===== src/rtl/up_down_counter_p.sv =====
// Up/down counter with programmable upper bound, synchronous load,
// selectable wrap or saturate behaviour at the bounds, and one-cycle
// wrap/sat event pulses.
module up_down_counter_p #(
   parameter int WIDTH    = 4,
   parameter int SATURATE = 0
) (
   input  logic             clock,
   input  logic             reset,
   input  logic             en,
   input  logic             s,
   input  logic             load,
   input  logic [WIDTH-1:0] load_val,
   input  logic [WIDTH-1:0] max_val,
   output logic [WIDTH-1:0] y,
   output logic             at_max,
   output logic             at_min,
   output logic             wrap,
   output logic             sat
);

   localparam logic [WIDTH-1:0] ONE  = WIDTH'(1);
   localparam logic [WIDTH-1:0] ZERO = '0;
   localparam bit               HOLD_AT_BOUND = (SATURATE != 0);

   logic [WIDTH-1:0] r_y;
   logic             r_wrap;
   logic             r_sat;

   logic [WIDTH-1:0] w_y_next;
   logic             w_wrap_next;
   logic             w_sat_next;
   logic             w_at_top;
   logic             w_at_bottom;
   logic             w_out_of_range;

   assign w_at_top       = (r_y == max_val);
   assign w_at_bottom    = (r_y == ZERO);
   assign w_out_of_range = (r_y > max_val);

   // Next-state selection: load beats enable, enable beats hold.
   always_comb begin
      w_y_next    = r_y;
      w_wrap_next = 1'b0;
      w_sat_next  = 1'b0;
      if (load) begin
         // Loaded values above the bound are clamped to the bound.
         w_y_next = (load_val > max_val) ? max_val : load_val;
      end else if (en) begin
         if (w_out_of_range) begin
            // Bound was lowered below the count: re-enter the range.
            if (HOLD_AT_BOUND) begin
               w_y_next   = max_val;
               w_sat_next = 1'b1;
            end else begin
               w_y_next    = s ? ZERO : max_val;
               w_wrap_next = 1'b1;
            end
         end else if (s) begin
            if (w_at_top) begin
               if (HOLD_AT_BOUND) begin
                  w_sat_next = 1'b1;
               end else begin
                  w_y_next    = ZERO;
                  w_wrap_next = 1'b1;
               end
            end else begin
               w_y_next = r_y + ONE;
            end
         end else begin
            if (w_at_bottom) begin
               if (HOLD_AT_BOUND) begin
                  w_sat_next = 1'b1;
               end else begin
                  w_y_next    = max_val;
                  w_wrap_next = 1'b1;
               end
            end else begin
               w_y_next = r_y - ONE;
            end
         end
      end
   end

   // Count and event-pulse registers; reset clears them immediately.
   always_ff @(posedge clock or negedge reset) begin
      if (!reset) begin
         r_y    <= ZERO;
         r_wrap <= 1'b0;
         r_sat  <= 1'b0;
      end else begin
         r_y    <= w_y_next;
         r_wrap <= w_wrap_next;
         r_sat  <= w_sat_next;
      end
   end

   assign y      = r_y;
   assign wrap   = r_wrap;
   assign sat    = r_sat;
   assign at_max = w_at_top;
   assign at_min = w_at_bottom;

endmodule


===== config.mk =====
export PLATFORM = sky130hd
export DESIGN_NAME = up_down_counter_p
export DESIGN_NICKNAME = d
export VERILOG_FILES = /design/src/rtl/up_down_counter_p.sv
export SDC_FILE = /design/constraint.sdc
export NUM_CORES = 1
export LEC_CHECK = 0
export ABC_CLOCK_PERIOD_IN_PS = 2300
export BUFFER_PORTS_ARGS = -buffer_cell sky130_fd_sc_hd__buf_2
export CAP_MARGIN = 25
export CORE_MARGIN = 3
export CORE_UTILIZATION = 38
export DETAILED_ROUTE_END_ITERATION = 12
export PLACE_DENSITY = 0.6
export SYNTH_ARGS = -nofsm -noshare
export SYNTH_HDL_FRONTEND = slang
export SYNTH_SLANG_ARGS = --single-unit

===== constraint.sdc =====
create_clock -name clock -period 2.3 [get_ports clock]
set_input_delay 0.345 -clock clock [delete_from_list [all_inputs] [get_ports clock]]
set_output_delay 0.345 -clock clock [all_outputs]
set_load 0.02 [all_outputs]

# Word-level counts from Yosys, hierarchy flattened
# Index checks and enable logic that the tools add are counted.
# totals
inputBits	13
word_cells	23
regBits	5
out_inout_bits	8
# op_classes
reduce_logical	2
n_eq_ne	1
n_mux	14
n_addsub	2
order_cmp	2
# op_table
operator	n
4-bit 2-to-1 mux	8
4-bit greater-than comparator	2
1-bit 2-to-1 mux	6
4-bit by 1-bit adder with 4-bit output, second input constant	1
4-bit == test	1
4-bit logical NOT	1
4-bit by 1-bit subtractor with 4-bit output, second input constant	1
2-bit nonzero test	1

# Longest topological paths before layout
# depth
depth_word	6
mapped_depth	8

# Least setup slack after synthesis
# OpenSTA, ideal clock, no wires.
# synth_path
path_type	reg-to-reg
from	reg r_y[0] (netlist: y[0])
to	reg r_y[1] (netlist: y[1])
stages_incl_launch_ff	9
setup_ns	0.111
slack_ns	0.277
synth_period_minus_slack_ns	2.023
t_arrival_ns	1.911
path_cell_list	dfrtp_1 inv_1 ha_1 nand4_1 inv_2 a21o_1 nand2_1 a31o_1 a2111oi_2
# synth_via
elab_chain_len	6
word_cells_on_any_way	11
cone_classes	add/sub (2); order compare (1); eq/ne (1); mux (6); reduce/logical (1)
# synth_rtl
element	line	source
from (decl)	26	logic [WIDTH-1:0] r_y;
from (signal assigned)	92	r_y <= w_y_next;
4-bit == test	37	assign w_at_top = (r_y == max_val);
named net at_max	16	output logic at_max,
4-bit 2-to-1 mux	60	if (w_at_top) begin
4-bit 2-to-1 mux	59	end else if (s) begin
4-bit 2-to-1 mux	50	if (w_out_of_range) begin
4-bit 2-to-1 mux	49	end else if (en) begin
4-bit 2-to-1 mux	46	if (load) begin
# The timed path passes the listed nets, and every way through them passes these cells. The select of a mux whose other input is x is not followed.
# A chain may end at the register's enable or synchronous reset.

# Worst setup path after layout
# layout_path
from	reg r_y[1] (netlist: y[1])
to	reg r_y[1] (netlist: y[1])
# layout_via
elab_chain_len	6
word_cells_on_any_way	11
cone_classes	add/sub (2); order compare (1); eq/ne (1); mux (6); reduce/logical (1)
# layout_rtl
element	line	source
4-bit by 1-bit subtractor with 4-bit output (tied with other cells)	79	w_y_next = r_y - ONE;
4-bit 2-to-1 mux (on tied branches)	71, 60	
4-bit 2-to-1 mux	59	
4-bit 2-to-1 mux (*)	50	
4-bit 2-to-1 mux (*)	49	
4-bit 2-to-1 mux (*)	46	
# Mark *: on every way between the ends. The rest lies on a longest branch, timed or not. The select of a mux whose other input is x is not followed.

==> out/metrics.cfg <==
[outcome]
outcome = completed

[critical_path]
slowest_delay_ps = 390
cp-start-kind = flip-flop
critPathRequiredTime_ps = 2440
criticalPathCategory = flip-flop to flip-flop
worstPathMaxFanout = 3
setup.worst_path.start = y[1]
setup.worst_path.end_class = flip-flop
critical_path.cell_chain = ha_1 > nor2b_4 > o211ai_2 > a21o_1 > nand2_1 > a31o_1 > a2111oi_2
r2r-start = y[1]
slowest_stage = dfrtp_1
cp_data_arrival_time_ps = 2150

[detailed_routing]
drtAntennaViolNets = 0
wire_per_inst_um = 14.5
dr_total_vias = 817
postRouteWirelength_mm = 2.13
firstDrtPassIters = 4
viasPerCell = 5.56
drtIter0Drc = 13
drc = 0

[clock_network]
clk_path_buf_depth = 2
clock_latency_ps = 250
numCtsBuffers = 3
path_clk_slew_ps = 50
cts_root_buffer = clkbuf_4
cts_resized = 0
numClockSinks = 5
postCtsSetupRepairBufs = 0
cts_tree = done
htree_levels = 1

[finish]
syn_to_final_growth_pct = 20.5
drive_above_1_share = 0.303
fin_nets = 146
fillers = 204
diodes = 0
stdcell_area_um2 = 956

[global_route]
grt_max_degree = 14
overflow = 0
track_usage = 0.183
antenna_found_initial = 0
grt_pass1_wl_mm = 3.73
first_global_vias = 846

[sta]
post-route-period-util = 0.874
final.min_clock_period_ps = 2010
finalClockSkew_ps = 2.00
rsz0062_at_grt = no
setup_viol = 0
max_freq_ghz = 0.497
hold_viol_final = 0
slew_viol_final = 0
tns_ps = 0

[synthesis]
synth.largest_area_cell = dfrtp_1
ys_seq_area_frac = 0.158
ys_top_cells_by_count = ha_1, inv_1, nor2_1
syn_inst = 99
synth_top_area_frac = 0.158
synth-main-ff-cell = dfrtp_1
netlist_top_cells_area = dfrtp_1, ha_1, inv_1
synth_nets = 122
synth_area_per_cell_um2 = 8.01
synth-async-reset-ratio = 1.00
synth_most_common_cell = ha_1
synth_area_um2 = 793
synth_cell_types = 46
synth_seq_cells = 5
yosys_warnings = 0
synth_edf_count = 0

[placed_design]
gp_congestion = 0.855
port-buffer-count = 19
dpl_cell_area_um2 = 920
hpwl_mm = 1.76

[floorplanning]
start_util = 0.431
io_pins = 21
placement_rows = 15
die_height_um = 51.7
core_um2 = 1840
die_area_um2 = 2670
die_x_um = 51.7

[worst_hold_path]
hold_path.startpoint = max_val[3]
worstHoldPathType = input pin to flip-flop

[power]
powerDensity_nw_per_um2 = 752
p_leak_nw = 0.488
vdd_drop_max_v = 0.000311

[flow_run]
max_cap_violations = 0

## layout by cell type, fill, tap and decap left out, types with 2 or more instances in the layout
master / count
nand2_1: 6
ha_1: 10
buf_4: 4
a211oi_1: 3
nor2_1: 9
buf_2: 19
nor3b_1: 2
nand2b_1: 3
nand3b_1: 3
a21oi_1: 4
o21ai_0: 3
inv_1: 9
dfrtp_1: 5
a21o_1: 3
nand3_1: 3
a221oi_1: 2
clkbuf_4: 3
## worst max-delay path, delay by kind of cell, from the launching register on
family | cells | cell delay [ps]
AO/OA/AOI/OAI | 4 | 960
AND/OR/NAND/NOR | 2 | 210
adder cells (fa/ha/maj) | 1 | 320
flip-flops | 1 | 390
## report_power, final
part | leakage (nW) | internal, mW | switching, mW
Sequential | 0.0615 | 0.111 | 0.0150
Clock | 0.0150 | 0.0659 | 0.0405
Combinational | 0.411 | 0.202 | 0.285
## per-stage QoR
step	instances	power [mW]	utilization	hold slack, ps	setup WS [ps]
2_1_floorplan	99	0.476	-	49.4	277
3_5_place_dp	142	0.609	0.500	166	155
6_report	147	0.718	0.520	382	289
3_3_place_gp	142	0.608	0.500	169	169
5_1_grt	147	0.782	0.520	388	194
4_1_cts	147	0.721	0.520	375	296
## cells by family (layout without fill, tap and decap cells)
family	after synthesis	after routing	share of synthesized area
AND/OR/NAND/NOR	34	34	0.249
AO/OA/AOI/OAI	31	31	0.312
buffers and inverters	16	39	0.0962
adder cells (fa/ha/maj)	10	10	0.158
flip-flops	5	5	0.158
XOR/XNOR	2	2	0.0221
other	1	1	0.00473
## path summary, 6_finish.rpt
check / end / slack, ps / depth (start not counted)
min: y[3] / 380 / 3
min reg2reg: y[3] / 790 / 3
max in group asynchronous: y[2] / 1720 / 2
max: y[1] / 290 / 7
min in group asynchronous: y[0] / 440 / 2
max reg2reg: y[1] / 290 / 7
## state kept, by name (all words and copies together), names as in the netlist
signal and flops:
y 4, wrap 1
## final cells by class
| type | instances | area [um2] | area share |
|---|---|---|---|
| Inverter | 11 | 46.3 | 0.0484 |
| Multi-Input combinational cell | 78 | 592 | 0.619 |
| Clock buffer | 4 | 26.3 | 0.0275 |
| Tap cell | 25 | 31.3 | 0.0327 |
| Timing Repair Buffer | 24 | 135 | 0.141 |
| Sequential cell | 5 | 125 | 0.131 |
## timing repair
item                       in CTS  in global routing
setup endpoints to repair       0                  0
hold endpoints to repair        5                  0
hold buffers                    1                  0
## per-layer routing
metal  global-route usage  up-vias  share of wire
li1                     -      409              -
met1                0.226      381           0.47
met2                0.316       25           0.46
met3               0.0458        2          0.055
met4               0.0437        0          0.012
met5                    0        -              0
Power figures use the tool's default switching activity.
